`src/rtl/reg_bank_spill_fill.sv`:
```
// reg_bank_spill_fill
//   Copies one register-file bank to memory (spill) or memory back into a
//   bank (fill), one 16-bit word per register, NUM_REGISTERS_PER_BANK words
//   per operation starting at register 0 / baseAddr_i.
//
// Optional feature: define SPILL_CHECKSUM_EN to build a running 16-bit sum
//   of every transferred word on checksum_o. Without it checksum_o is 0.
//
// Ports
//   clock_i, reset_i        clock (posedge), synchronous active-low reset
//   spillReq_i, fillReq_i   start requests, sampled only when idle
//   bank_i, baseAddr_i      bank and memory base, latched at start
//   busy_o, done_o          operation active / one-cycle completion pulse
//   rf*                     register-file read/write port and bank select
//   mem*                    single-outstanding memory request port
//   checksum_o              transfer checksum (see SPILL_CHECKSUM_EN)

module reg_bank_spill_fill #(
  parameter int unsigned NUM_REGISTERS_PER_BANK = 28,
  parameter int unsigned ADDR_WIDTH             = 16
) (
  input  logic                  clock_i,
  input  logic                  reset_i,
  input  logic                  spillReq_i,
  input  logic                  fillReq_i,
  input  logic [5:0]            bank_i,
  input  logic [ADDR_WIDTH-1:0] baseAddr_i,
  output logic                  busy_o,
  output logic                  done_o,
  output logic [5:0]            rfBankSelect_o,
  output logic                  rfReadEnable_o,
  output logic [4:0]            rfReadAddr_o,
  input  logic [15:0]           rfReadData_i,
  output logic                  rfWriteEnable_o,
  output logic [4:0]            rfWriteAddr_o,
  output logic [15:0]           rfWriteData_o,
  output logic                  memReq_o,
  output logic                  memWrite_o,
  output logic [ADDR_WIDTH-1:0] memAddr_o,
  output logic [15:0]           memWriteData_o,
  input  logic                  memAck_i,
  input  logic [15:0]           memReadData_i,
  output logic [15:0]           checksum_o
);

  localparam logic [2:0] IDLE        = 3'd0;
  localparam logic [2:0] SPILL_READ  = 3'd1;
  localparam logic [2:0] SPILL_LATCH = 3'd2;
  localparam logic [2:0] SPILL_MEM   = 3'd3;
  localparam logic [2:0] FILL_MEM    = 3'd4;
  localparam logic [2:0] FILL_WRITE  = 3'd5;
  localparam logic [2:0] DONE        = 3'd6;

  localparam logic [4:0] LAST_IDX = 5'(NUM_REGISTERS_PER_BANK - 1);

  logic [2:0]            state_q;
  logic [4:0]            idx_q;
  logic [5:0]            bank_q;
  logic [ADDR_WIDTH-1:0] base_q;
  // Single data holding register: spill word from the register file, or
  // fill word from memory. Only one direction is ever active at a time.
  logic [15:0]           data_q;

  logic start;
  assign start = (state_q == IDLE) && (spillReq_i || fillReq_i);

  always_ff @(posedge clock_i) begin
    if (!reset_i) begin
      state_q <= IDLE;
      idx_q   <= '0;
      bank_q  <= '0;
      base_q  <= '0;
      data_q  <= '0;
    end else begin
      case (state_q)
        IDLE: begin
          if (spillReq_i) begin
            state_q <= SPILL_READ;
            bank_q  <= bank_i;
            base_q  <= baseAddr_i;
            idx_q   <= '0;
          end else if (fillReq_i) begin
            state_q <= FILL_MEM;
            bank_q  <= bank_i;
            base_q  <= baseAddr_i;
            idx_q   <= '0;
          end
        end
        SPILL_READ: state_q <= SPILL_LATCH;
        SPILL_LATCH: begin
          data_q  <= rfReadData_i;
          state_q <= SPILL_MEM;
        end
        SPILL_MEM: begin
          if (memAck_i) begin
            if (idx_q == LAST_IDX) begin
              state_q <= DONE;
            end else begin
              idx_q   <= idx_q + 5'd1;
              state_q <= SPILL_READ;
            end
          end
        end
        FILL_MEM: begin
          if (memAck_i) begin
            data_q  <= memReadData_i;
            state_q <= FILL_WRITE;
          end
        end
        FILL_WRITE: begin
          if (idx_q == LAST_IDX) begin
            state_q <= DONE;
          end else begin
            idx_q   <= idx_q + 5'd1;
            state_q <= FILL_MEM;
          end
        end
        DONE:    state_q <= IDLE;
        default: state_q <= IDLE;
      endcase
    end
  end

  // Outputs decode directly from state and registers, so reset forces all
  // of them to zero on the same edge.
  assign busy_o          = (state_q != IDLE);
  assign done_o          = (state_q == DONE);
  assign rfBankSelect_o  = bank_q;
  assign rfReadEnable_o  = (state_q == SPILL_READ);
  assign rfReadAddr_o    = idx_q;
  assign rfWriteEnable_o = (state_q == FILL_WRITE);
  assign rfWriteAddr_o   = idx_q;
  assign rfWriteData_o   = data_q;
  assign memReq_o        = (state_q == SPILL_MEM) || (state_q == FILL_MEM);
  assign memWrite_o      = (state_q == SPILL_MEM);
  assign memAddr_o       = base_q + ADDR_WIDTH'(idx_q);
  assign memWriteData_o  = data_q;

`ifdef SPILL_CHECKSUM_EN
  logic [15:0] checksum_q;

  // Accumulate on the acknowledged memory beat: that is the moment a word
  // is actually transferred in either direction.
  always_ff @(posedge clock_i) begin
    if (!reset_i) begin
      checksum_q <= '0;
    end else if (start) begin
      checksum_q <= '0;
    end else if ((state_q == SPILL_MEM) && memAck_i) begin
      checksum_q <= checksum_q + data_q;
    end else if ((state_q == FILL_MEM) && memAck_i) begin
      checksum_q <= checksum_q + memReadData_i;
    end
  end

  assign checksum_o = checksum_q;
`else
  assign checksum_o = '0;
`endif

endmodule
```
`config.mk`:
```
export PLATFORM = sky130hd
export DESIGN_NAME = reg_bank_spill_fill
export DESIGN_NICKNAME = d
export VERILOG_FILES = /design/src/rtl/reg_bank_spill_fill.sv
export SDC_FILE = /design/constraint.sdc
export NUM_CORES = 1
export LEC_CHECK = 0
export ABC_AREA = 1
export BUFFER_PORTS_ARGS = -buffer_cell sky130_fd_sc_hd__clkbuf_2
export CORE_ASPECT_RATIO = 1.25
export CORE_MARGIN = 10
export CORE_UTILIZATION = 45
export CTS_CLUSTER_SIZE = 25
export DETAILED_ROUTE_END_ITERATION = 8
export GPL_ROUTABILITY_DRIVEN = 0
export PLACE_DENSITY = 0.8
export SLEW_MARGIN = 20
export SYNTH_ARGS = -nofsm -noshare
export SYNTH_HDL_FRONTEND = slang
export SYNTH_SLANG_ARGS = --single-unit
export TNS_END_PERCENT = 20
```
`constraint.sdc`:
```
create_clock -name clock_i -period 4.9 [get_ports clock_i]
set_clock_uncertainty 0.1 [all_clocks]
set_input_delay 0.49 -clock clock_i [delete_from_list [all_inputs] [get_ports clock_i]]
set_output_delay 0.49 -clock clock_i [all_outputs]
set_load 0.02 [all_outputs]
```
# ---- Yosys cells after proc, flatten, opt, wreduce, memory -nomap -nowiden
# Index checks and enable logic that the tools add are counted.
dict set report classes {
  addsub 2
  multipliers 0
  n_div 0
  order_cmp 0
  n_eq_ne 10
  n_shift 0
  muxes 18
  bitwise_logic 0
  reduce_logical 10
}
# cell n
set op_table {}
lappend op_table {{16-bit 2-to-1 mux} 3}
lappend op_table {{16-bit case mux with 2 select lines} 1}
lappend op_table {{5-bit 2-to-1 mux} 4}
lappend op_table {{3-bit case mux with 6 select lines} 1}
lappend op_table {{16-bit by 5-bit adder with 16-bit output} 1}
lappend op_table {{3-bit 2-to-1 mux} 5}
lappend op_table {{5-bit case mux with 3 select lines} 1}
lappend op_table {{6-bit 2-to-1 mux} 2}
lappend op_table {{3-bit equality test, second input constant} 3}
lappend op_table {{3-bit by 2-bit equality test with 1-bit output, second input constant} 2}
lappend op_table {{3-bit AND reduction} 2}
lappend op_table {{3-bit nonzero test} 2}
lappend op_table {{5-bit by 1-bit adder with 5-bit output, second input constant} 1}
lappend op_table {{5-bit equality test, second input constant} 1}
lappend op_table {{2-bit AND reduction} 2}
lappend op_table {{2-bit nonzero test} 2}
lappend op_table {{3-bit by 1-bit equality test with 1-bit output, second input constant} 1}
lappend op_table {{3-bit zero test} 1}
lappend op_table {{3-bit inequality test, second input constant} 1}
lappend op_table {{2-bit 2-to-1 mux} 1}
lappend op_table {{2-bit by 1-bit inequality test with 1-bit output, second input constant} 1}
lappend op_table {{2-bit inequality test, second input constant} 1}
lappend op_table {{1-bit logical OR} 1}
dict set report totals {
  reg_bits 46
  latchBits 0
  ram_bits 0
  romBits 0
  in_bits 59
  output_inout_bits 86
  word_cells 45
  mem_count 0
}

# ---- Logic depth before layout (Yosys ltp)
dict set report depth {
  depth_word 4
  depth_mapped 9
  ltp_nobuf 9
}

# ---- Worst setup path before layout
# OpenSTA, ideal clock, no wires.
dict set report synth_path {
  kind {register to output}
  start {reg idx_q[0], in the netlist rfReadAddr_o[0]}
  end {out memAddr_o[8]}
  arrival_time_ps 1756
  required_time_ps 4310
  setup_slack_ps 2554
  path_stages_with_launch 8
  path_buffers 0
  cell_sequence {dfxtp_1 > ha_1 > fa_1 > nand3_1 > nand2_1 > nand2_1 > o21ai_0 > xor2_1}
}
dict set report synth_via {
  elab_chain_len 1
}
# item line
set synth_rtl {}
lappend synth_rtl {{from (decl)} 57} ;# logic [4:0] idx_q;
lappend synth_rtl {{from (signal assigned)} 99} ;# idx_q <= idx_q + 5'd1;
lappend synth_rtl {{from (signal assigned)} 114} ;# idx_q <= idx_q + 5'd1;
lappend synth_rtl {{16-bit by 5-bit adder with 16-bit output} 136} ;# assign memAddr_o = base_q + ADDR_WIDTH'(idx_q);
lappend synth_rtl {{to (decl)} 39} ;# output logic [ADDR_WIDTH-1:0] memAddr_o,
# No other way between the ends.

# ---- Worst setup path after layout
dict set report layout_path {
  start {reg idx_q[2], in the netlist rfReadAddr_o[2]}
  end {out memAddr_o[15]}
}
# Same word-level chain as after synthesis.

==> flow_metrics.tcl <==
set metrics [dict create \
    grt_max_degree 34 \
    multi_input_area_mm2 0.00145 \
    drc 0 \
    synth_cell_types 31 \
    synth_seq_area_share_pct 32.8 \
    start_util_pct 45.8 \
    cts-resized-gates 0 \
    synth_warnings 0 \
    crit_top_cell "nand2_1" \
    die_w_um 90.6 \
    synth_top_area_share_pct 32.8 \
    vias_per_cell 4.89 \
    routed-via-count 2809 \
    ys_seq_elements 46 \
    routed_wl_um 8220 \
    io_pins 145 \
    path_delay_family "flip-flops" \
    core-area_mm2 0.00613 \
    cts_root_buf "clkbuf_8" \
    die_h_um 108 \
    grt_overflow 0 \
    drtPass1Iterations 5 \
    cts_setup_buffers 0 \
    pwr_density_cell_mw_per_mm2 581 \
    critPathBufInv 1 \
    finalNonFillerCells 575 \
    worstMarginPinSlew_ns 0.778 \
    syn_inst 393 \
    power_leakage_uw 0.00188 \
    postCtsHoldBufs 0 \
    cp.required_ns 4.31 \
    fill_cells 624 \
    grt_pass1_wl_um 13300 \
    slew_headroom_pct 48.0 \
    crit_path_end_kind "output port" \
    status "finished clean" \
    synth_ff_type "dfxtp_1" \
    cp_slowest_cell "dfxtp_1" \
    finalHoldViolCount 0 \
    synth_edf_count 0 \
    clk_pin_slew_ns 0.09 \
    worstSetupPathType "flip-flop to output port" \
    dp.cells 567 \
    layout-drive-gt1-share_pct 30.2 \
    die-area_mm2 0.00982 \
    worstSkewPairLatency_ns 0.29 \
    yosysMostFrequentCell "nand2_1" \
    rsz0062_at_grt "no" \
    maxCapViolCount 0 \
    yosysTopAreaCell "dfxtp_1" \
    synth.avg_cell_area_um2 7.14 \
    num_antenna_cells 0 \
    max_clock_freq_mhz 353 \
    synth-async-reset-ratio_pct 0 \
    nNetsFinal 555 \
    num_rows 32 \
    start_kind "flip-flop" \
    max_stage_delay_ns 0.58 \
    cts_inserted_buffers 5 \
    yosys-top-cells-area "dfxtp_1 33%, nand2_1 13%, buf_4 10%" \
    worstPathArrival_ns 2.24 \
    grtUsageTotal_pct 16.0 \
    period_share_pct 57.8 \
    grt_pass1_vias 2926 \
    worstPathCellList "ha_1 > a21oi_1 > nand2_1 > nand2_1 > nand2_1 > nand2_1 > xor2_1 > clkbuf_2" \
    fin_crit_ns 2.83 \
    cts_num_sinks 46 \
    setup_viol 0 \
    dp_hpwl_um 6530 \
    area_growth_pct 19.0 \
    clock_path_buffers 2 \
    irDropWorstVdd_mv 0.275 \
    ant_nets 0 \
    setup_tns_ns 0 \
    htreeDepth 2 \
    syn-cell-area_mm2 0.00281 \
    hold_class "input port to flip-flop" \
    drt-initial-drc-count 121 \
    antenna_found_initial 0 \
    regArea_um2 921 \
    cp_max_fo 10 \
    drv_slew 0 \
    drt-wirelength-per-cell_um 14.3 \
    cts_tree "done" \
    netlist_top_cells_count "98 x nand2_1, 48 x nand3_1, 46 x dfxtp_1" \
    port-buffer-count 128 \
]
## final timing paths
kind	from	endpoint	slack, ns	depth (start not counted)
worst max register to register	state_q[0]	memWriteData_o[13]	2.63	5
worst max-delay path	rfReadAddr_o[2]	memAddr_o[15]	2.07	8
worst min register to register	rfBankSelect_o[4]	rfBankSelect_o[4]	0.37	2
worst min-delay path	baseAddr_i[7]	base_q[7]	0.34	3
## metal layers
metal / track usage, % / wire, um
met5: 0 / 0
met4: 4.10 / 64
met3: 6.80 / 780
met2: 28.2 / 3990
met1: 17.5 / 3380
## through the flow
stage | hold slack (ns) | total power (uW) | worst slack (ns) | utilization (%) | cell area (um^2)
floorplan | 0.344 | 1480 | 2.55 | - | 2860
global placement | 0.349 | 1700 | 2.40 | 52.9 | 3240
detailed placement | 0.352 | 1720 | 2.31 | 52.9 | 3240
CTS | 0.331 | 1970 | 2.06 | 54.4 | 3330
global route | 0.342 | 2100 | 1.86 | 54.5 | 3340
finish | 0.342 | 1940 | 2.07 | 54.5 | 3340
## sequential cells by signal (all words and copies together) (netlist names)
register and cells:
rfBankSelect_o 6, memWriteData_o 16, rfReadAddr_o 5, state_q 3, base_q 16
## worst reg2reg max path, stage by stage (launching register included)
cell	delay [ns]
dfxtp_1	0.37
nor2_1	0.12
nand2_1	0.46
o21ai_4	0.80
nand3_1	0.17
o211a_1	0.15
## power by group
| part | internal (uW) | switching (uW) |
|---|---|---|
| logic | 338 | 742 |
| clock network | 114 | 124 |
| registers | 503 | 120 |
| total | 955 | 986 |
## layout by cell type (no fill, tap or decap), drive strengths merged
cell type / instances
o21ai: 15
or2: 1
dfxtp: 46
xor2: 10
conb: 16
o21bai: 1
nor2: 10
nand2: 105
nand3: 49
clkinv: 2
o211a: 16
clkbuf: 135
xnor2: 1
fa: 1
nand4: 5
o211ai: 1
ha: 6
a21oi: 32
inv: 32
nor3: 6
## logic make-up (layout without fill, tap and decap cells)
logic type | Yosys count | after routing | synth area share (%)
AOI/OAI and AO/OA | 65 | 65 | 14.9
and+or+nand+nor | 176 | 176 | 27.7
other | 1 | 16 | 0.134
buffers and inverters | 87 | 169 | 17.7
adders and majority gates | 7 | 7 | 3.39
xor gates and xnor gates | 11 | 11 | 3.43
DFF | 46 | 46 | 32.8
## final cells by class
class / instances / share of cell area [%]
multi-input cells: 275 / 43.5
clock buffers: 7 / 2.59
flip-flops and latches: 46 / 27.6
well taps: 85 / 3.18
clock inverters: 1 / 0.150
repair buffers: 128 / 19.2
inverters: 33 / 3.78
(Power assumes the default switching activity.)
